[config.mk]
export PLATFORM = sky130hd
export DESIGN_NAME = fft_frame_assembler
export DESIGN_NICKNAME = d
export VERILOG_FILES = /design/src/rtl/fft_pkg.sv /design/src/rtl/fft_frame_bank.sv /design/src/rtl/fft_frame_assembler.sv
export SDC_FILE = /design/constraint.sdc
export NUM_CORES = 2
export LEC_CHECK = 0
export CAP_MARGIN = 40
export CORE_MARGIN = 5
export CORE_UTILIZATION = 55
export DETAILED_ROUTE_END_ITERATION = 7
export PLACE_DENSITY = 0.79
export SYNTH_ARGS = -nofsm -noshare
export SYNTH_HDL_FRONTEND = slang
export SYNTH_HIERARCHICAL = 1
export SYNTH_SLANG_ARGS = --single-unit
[constraint.sdc]
create_clock -name clk -period 86 [get_ports clk]
set_input_delay 8.6 -clock clk [delete_from_list [all_inputs] [get_ports clk]]
set_output_delay 8.6 -clock clk [all_outputs]
set_load 0.03 [all_outputs]
[src/rtl/fft_pkg.sv]
// Shared FFT types: default sample/frame geometry used by the assembler and FFT_Top.
package fft_pkg;

  localparam int unsigned FFT_SAMPLE_W    = 32;
  localparam int unsigned FFT_BUFFER_SIZE = 32;

  typedef logic signed [FFT_SAMPLE_W-1:0]               sample_t;
  typedef logic        [FFT_BUFFER_SIZE*FFT_SAMPLE_W-1:0] frame_t;

endpackage

[src/rtl/fft_frame_bank.sv]
// One ping-pong bank: frame register, its write index and full flag.
module fft_frame_bank import fft_pkg::*; #(
  parameter  int unsigned SAMPLE_W    = FFT_SAMPLE_W,
  parameter  int unsigned BUFFER_SIZE = FFT_BUFFER_SIZE,
  localparam int unsigned IDX_W       = $clog2(BUFFER_SIZE),
  localparam int unsigned FRAME_W     = BUFFER_SIZE * SAMPLE_W
) (
  input  logic                clk,
  input  logic                rst,
  input  logic                wr_en,
  input  logic                clr_idx,
  input  logic                consume,
  input  logic [SAMPLE_W-1:0] sample,
  output logic [FRAME_W-1:0]  frame,
  output logic [IDX_W-1:0]    idx,
  output logic                full
);

  logic [FRAME_W-1:0] frame_q, frame_d;
  logic [IDX_W-1:0]   idx_q, idx_d;
  logic               full_q, full_d;

  // A bank is never written and consumed in the same cycle: writes need !full, consume needs full.
  always_comb begin
    frame_d = frame_q;
    idx_d   = idx_q;
    full_d  = full_q;
    if (consume) full_d = 1'b0;
    if (clr_idx) begin
      idx_d = '0;
    end else if (wr_en) begin
      frame_d[32'(idx_q) * SAMPLE_W +: SAMPLE_W] = sample;
      if (idx_q == IDX_W'(BUFFER_SIZE - 1)) begin
        idx_d  = '0;
        full_d = 1'b1;
      end else begin
        idx_d = idx_q + 1'b1;
      end
    end
  end

  always_ff @(posedge clk or posedge rst) begin
    if (rst) begin
      frame_q <= '0;
      idx_q   <= '0;
      full_q  <= 1'b0;
    end else begin
      frame_q <= frame_d;
      idx_q   <= idx_d;
      full_q  <= full_d;
    end
  end

  assign frame = frame_q;
  assign idx   = idx_q;
  assign full  = full_q;

endmodule

[src/rtl/fft_frame_assembler.sv]
// Packs a valid/ready sample stream into BUFFER_SIZE-sample frames using two ping-pong banks.
module fft_frame_assembler import fft_pkg::*; #(
  parameter  int unsigned SAMPLE_W    = FFT_SAMPLE_W,
  parameter  int unsigned BUFFER_SIZE = FFT_BUFFER_SIZE,
  localparam int unsigned IDX_W       = $clog2(BUFFER_SIZE),
  localparam int unsigned FRAME_W     = BUFFER_SIZE * SAMPLE_W
) (
  input  logic                       clk,
  input  logic                       rst,
  input  logic signed [SAMPLE_W-1:0] sample_in,
  input  logic                       sample_valid,
  output logic                       sample_ready,
  input  logic                       flush,
  output logic [FRAME_W-1:0]         frame_out,
  output logic                       frame_valid,
  input  logic                       frame_ready,
  output logic [IDX_W:0]             fill_level,
  output logic                       overrun
);

  logic wr_bank_q, wr_bank_d;
  logic rd_bank_q, rd_bank_d;
  logic overrun_q, overrun_d;

  logic [FRAME_W-1:0] bank_frame [2];
  logic [IDX_W-1:0]   bank_idx   [2];
  logic [1:0]         bank_full;
  logic [1:0]         bank_wr;
  logic [1:0]         bank_clr;
  logic [1:0]         bank_consume;

  logic accept;
  logic consume;
  logic complete;

  assign sample_ready = !bank_full[wr_bank_q] && !flush;
  assign frame_valid  = bank_full[rd_bank_q];
  assign frame_out    = bank_frame[rd_bank_q];
  assign overrun      = overrun_q;
  assign fill_level   = bank_full[wr_bank_q] ? (IDX_W+1)'(BUFFER_SIZE)
                                             : {1'b0, bank_idx[wr_bank_q]};

  assign accept   = sample_valid && sample_ready;
  assign consume  = frame_valid && frame_ready;
  assign complete = accept && (bank_idx[wr_bank_q] == IDX_W'(BUFFER_SIZE - 1));

  always_comb begin
    wr_bank_d = wr_bank_q ^ complete;
    rd_bank_d = rd_bank_q ^ consume;
    overrun_d = overrun_q | (sample_valid && !sample_ready && !flush);
  end

  always_ff @(posedge clk or posedge rst) begin
    if (rst) begin
      wr_bank_q <= 1'b0;
      rd_bank_q <= 1'b0;
      overrun_q <= 1'b0;
    end else begin
      wr_bank_q <= wr_bank_d;
      rd_bank_q <= rd_bank_d;
      overrun_q <= overrun_d;
    end
  end

  for (genvar b = 0; b < 2; b++) begin : g_bank
    assign bank_wr[b]      = accept  && (wr_bank_q == 1'(b));
    assign bank_clr[b]     = flush   && (wr_bank_q == 1'(b));
    assign bank_consume[b] = consume && (rd_bank_q == 1'(b));

    fft_frame_bank #(
      .SAMPLE_W    (SAMPLE_W),
      .BUFFER_SIZE (BUFFER_SIZE)
    ) u_bank (
      .clk     (clk),
      .rst     (rst),
      .wr_en   (bank_wr[b]),
      .clr_idx (bank_clr[b]),
      .consume (bank_consume[b]),
      .sample  (sample_in),
      .frame   (bank_frame[b]),
      .idx     (bank_idx[b]),
      .full    (bank_full[b])
    );
  end

endmodule

### Word-level counts from Yosys, hierarchy flattened

Index checks and enable logic that the tools add are counted.

| storage, ports and cells | value |
|---|---|
| output and inout bits | 1033 |
| flip-flop bits (word level) | 2063 |
| word-level logic and storage cells | 79 |

| cells by class | value |
|---|---|
| $lt $le $gt $ge | 4 |
| shift-type cells | 4 |
| add/sub/neg operators | 4 |
| equal/unequal tests | 3 |
| reductions and logical operators | 19 |
| mux-type cells | 27 |
| bitwise gates (word level) | 9 |

Operators by type and width:

| cell | count |
|---|---|
| $mux 1024 | 3 |
| $bwmux 1024 | 2 |
| $shift 32x34->1024 const A | 2 |
| $shiftx 32x34->1024 | 2 |
| $neg 10->34 | 2 |
| $mux 5 | 9 |
| $eq 5x5->1 const B | 3 |
| $logic_and 1x1->1 | 12 |
| $mux 1 | 12 |
| $add 5x1->5 const B | 2 |
| $mux 6 | 1 |
| $ge 2x2->1 const B | 2 |
| $lt 1x2->1 const B | 2 |
| $not 1->1 | 4 |
| $not 1->2 | 2 |
| $reduce_and 2->1 | 2 |
| $reduce_bool 2->1 | 2 |
| $logic_not 1->1 | 3 |
| $xor 1x1->1 | 2 |
| $or 1x1->1 | 1 |

### Longest topological paths before layout

| depth | value |
|---|---|
| word-level depth | 8 |
| gate-level depth with buffers | 14 |
| mapped depth without buffers | 9 |

### By module

Netlist, hierarchy kept.

Modules (own cells, without submodules):

| module | cells an instance | area each (um^2) | seq. area each (um^2) | instances |
|---|---|---|---|---|
| fft_frame_bank at g_bank[1].u_bank | 3429 | 41956.5 | 25774.7 | 1 |
| fft_frame_bank at g_bank[0].u_bank | 3419 | 40770.4 | 25774.7 | 1 |
| fft_frame_assembler | 1176 | 13284.0 | 75.1 | 1 |

### Worst setup path before layout

No wires, ideal clock.

| timing path | value |
|---|---|
| path type | input -> output |
| from | in flush |
| to | out sample_ready |
| data required time | 77.400 ns |
| slack | 68.387 ns |
| path buffers | 0 |
| stages | 1 |
| data arrival time | 9.013 ns |
| cells stage by stage | nor2_1 |

| on the way | value |
|---|---|
| cells in the longest elaborated chain, start to end | 2 |

RTL lines:

| item | RTL line | RTL |
|---|---|---|
| start, declared | fft_frame_assembler.sv:13 | `input logic flush,` |
| $logic_not 1->1 | fft_frame_assembler.sv:36 | `assign sample_ready = !bank_full[wr_bank_q] && !flush;` |
| $logic_and 1x1->1 | fft_frame_assembler.sv:36 |  |
| end, declared | fft_frame_assembler.sv:12 | `output logic sample_ready,` |

No other way between the ends.

### Final worst setup path

Ends and elaborated chain as after synthesis.

==> flow_summary.ini <==
[status]
status = complete, no violations

[cts]
cts_tree = done
cts_setup_buffers = 0
postCtsHoldBufs = 0
clockBufferDepth = 3
htreeDepth = 4
cts_buffers = 208
root_buffer = clkbuf_16
cts.sinks = 2063
clock_latency_ns = 0.90
cts-resized-gates = 0
clkTransAtPathRegs_ns = 0.06

[yosys]
syn_avg_cell_area_um2 = 12.0
syn-instance-count = 8024
ys_ff_latch = 2063
synth_edf_count = 0
netlist_area_um2 = 96000
ys_seq_area_share_pct = 53.8
synth-main-ff-cell = dfrtp_1
synthesis.nets = 8071
async_flop_share_pct = 100
yosys_warnings = 6
yosysUniqueCellTypes = 72

[layout]
final_area_um2 = 117000
seqCellArea_um2 = 51600
fillers = 12600
post_route_cells_drive_above_1_share_pct = 30.4
syn_to_final_growth_pct = 21.5
multi_input_area_um2 = 40900
fin_nets = 8874

[sta]
fin_ws_ns = 66.50
slew_headroom_pct = 12.1
worst_pin_slew_ns = 1.32
setup_viol_count_final = 0
fin_crit_ns = 19.50
fin_skew_ns = 0.0288
finalCritPeriodShare_pct = 22.7
rsz0062_at_grt = no
hold_viol = 0
timing.fmax_ghz = 0.0513
slew_viol_final = 0
finalSetupTns_ns = 0

[worst_hold_path]
hp-class = reg -> reg
min_from = g_bank[1].u_bank/frame[271]

[grt]
grt_max_degree = 176
grt.total_usage_pct = 46.2
grt_antenna_before_repair = 48
grt_pass1_wl_mm = 609
grt_pass1_vias = 79300
grt_overflow = 0

[detailed_routing]
drt-vias-per-instance = 6.95
ant_nets = 0
routedWlPerCell_um = 38.2
vias = 79000
wl_mm = 434
drt-pass1-iter-count = 8
drt_iter0_drc = 10800
drc = 0

[placement]
io_buffers = 1069
dp_hpwl_mm = 279
globalplace.congestion = 0.954
placed_area_um2 = 109000
place_ws_ns = 66.86

[power]
switching_share_pct = 29.6
clkPwrFrac_pct = 39.4
p_per_area_nw_per_um2 = 20.4
ir_worst_vdd_uv = 28.7
p_switching_mw = 0.705
pwr-share-comb_pct = 19.0
leakage_nw = 55.3
p_int_mw = 1.68
power_mw = 2.38
seq_power_share_pct = 41.6

[critical_path]
crit_path_start_kind = primary input
crit_arrival_ns = 10.90
cp.required_ns = 77.40
startpoint = flush
max_stage_delay_ns = 0.82
crit_chain = clkdlybuf4s50_1, nor2_1, clkdlybuf4s50_1
path_common_cell = clkdlybuf4s50_1
reg2reg_from = g_bank[1].u_bank/idx[0]
critical_path.n_buffers_inverters = 2
end_kind = primary output
crit_family = buffers and inverters
r2r_slack_ns = 80.37
crit_path_top_delay_cell = clkdlybuf4s50_1
setup.worst_path.class = in -> out
cp_max_fo = 4

[floorplan]
die_area_um2 = 183000
fp.dieH_um = 428
die-width_um = 428
placement_rows = 153
core_um2 = 174000
ios = 1070
initial_utilization_pct = 55.2

[flow_run]
max_cap_violations = 0
power by group through the flow:
stage | registers (mW) | logic [mW] | clock network [mW]
floorplan | 1.00 | 0.295 | 0
global placement | 1.01 | 0.418 | 0
detailed placement | 1.01 | 0.437 | 0
CTS | 0.990 | 0.439 | 0.937
global route | 0.991 | 0.455 | 0.978
finish | 0.990 | 0.454 | 0.938
cell families after synthesis:
| family | count (synthesis) | synth area share, % |
|---|---|---|
| muxes | 2071 | 24.9 |
| AOI/OAI and AO/OA | 1800 | 10.7 |
| and+or+nand+nor | 1256 | 6.33 |
| adders and majority gates | 10 | 0.130 |
| xor gates and xnor gates | 5 | 0.0534 |
| DFF | 2063 | 53.8 |
| buffers and inverters | 819 | 4.09 |
cell usage after synthesis, types with 51 or more instances:
cell | instances | area share [%]
nor3_1 | 225 | 1.2
buf_2 | 154 | 0.80
o41ai_1 | 52 | 0.47
nand2_1 | 330 | 1.3
clkbuf_1 | 405 | 1.6
mux2_4 | 169 | 2.6
mux2_2 | 1821 | 21
buf_4 | 103 | 0.81
a21o_1 | 174 | 1.4
nor2_1 | 287 | 1.1
and3_1 | 78 | 0.51
inv_1 | 72 | 0.28
dfrtp_1 | 2063 | 54
nand3_1 | 131 | 0.68
o21ai_0 | 1294 | 6.7
and2_1 | 51 | 0.33
o31ai_1 | 241 | 1.9
placed cells by master (no fill, tap or decap), types with 11 or more instances in the layout:
| master | n |
|---|---|
| nand2_2 | 33 |
| mux2_2 | 1821 |
| clkbuf_16 | 215 |
| mux2i_1 | 41 |
| and3_1 | 77 |
| nand2b_1 | 16 |
| clkdlybuf4s50_1 | 1051 |
| dfrtp_1 | 2061 |
| buf_4 | 191 |
| buf_12 | 33 |
| o22ai_1 | 12 |
| o41ai_1 | 52 |
| mux2_1 | 40 |
| bufinv_16 | 11 |
| o31ai_1 | 241 |
| or2_2 | 14 |
| buf_2 | 19 |
| nand4_1 | 23 |
| inv_1 | 70 |
| mux2_4 | 169 |
| a21o_1 | 174 |
| and2_1 | 52 |
| nor2_1 | 282 |
| diode_2 | 46 |
| buf_16 | 32 |
| nor2b_1 | 36 |
| clkinv_2 | 40 |
| nor3_1 | 223 |
| o21ai_0 | 1294 |
| nand3_1 | 122 |
| clkbuf_8 | 53 |
| buf_8 | 12 |
| nand2_1 | 300 |
| clkbuf_1 | 45 |
per-stage QoR:
stage	util, %	hold WS [ns]	cells
after floorplan	-	0.444	8024
after global placement	62.0	0.452	10900
after detailed placement	63.0	0.460	10900
after CTS	67.0	0.473	11300
after global routing	67.0	0.486	11300
final	67.1	0.471	11400
worst reg2reg max path: stages, from the launching register on:
cell	delay, ns
dfrtp_2	0.34
buf_4	0.54
inv_1	0.24
ha_2	0.34
or4b_4	0.64
buf_4	0.87
nand4_4	0.77
buf_4	0.59
or2_1	0.68
buf_8	0.30
a21o_1	0.20
layer usage:
| layer | global-route usage (%) | wire, um |
|---|---|---|
| met5 | 0.286 | 190 |
| met4 | 42.3 | 50000 |
| met3 | 18.5 | 59000 |
| met2 | 63.6 | 178000 |
| met1 | 55.1 | 146000 |
sequential cells by signal, indices dropped and copies added, names as in the netlist:
signal,count
g_bank.u_bank/idx,10
wr_bank_q,1
rd_bank_q,1
overrun,1
g_bank.u_bank/full,2
g_bank.u_bank/frame,2048
final timing paths:
check | to | cells past startpoint
worst max register to register | g_bank[1].u_bank/frame[769] | 10
max in group asynchronous | g_bank[0].u_bank/frame[814] | 7
worst min register to register | g_bank[1].u_bank/frame[271] | 1
min in group asynchronous | g_bank[0].u_bank/frame[1] | 2
worst max-delay path | sample_ready | 3
worst min-delay path | g_bank[1].u_bank/frame[271] | 1
area by class of cell:
class	instances	share of cell area, %
timing repair buffer	1340	11.8
sequential	2063	44.3
antenna	46	0.0987
multi-input combinational	5142	35.0
clock inverter	65	0.628
inverter	72	0.245
tap	2325	2.49
clock buffer	313	5.38
Power figures use the tool's default switching activity.
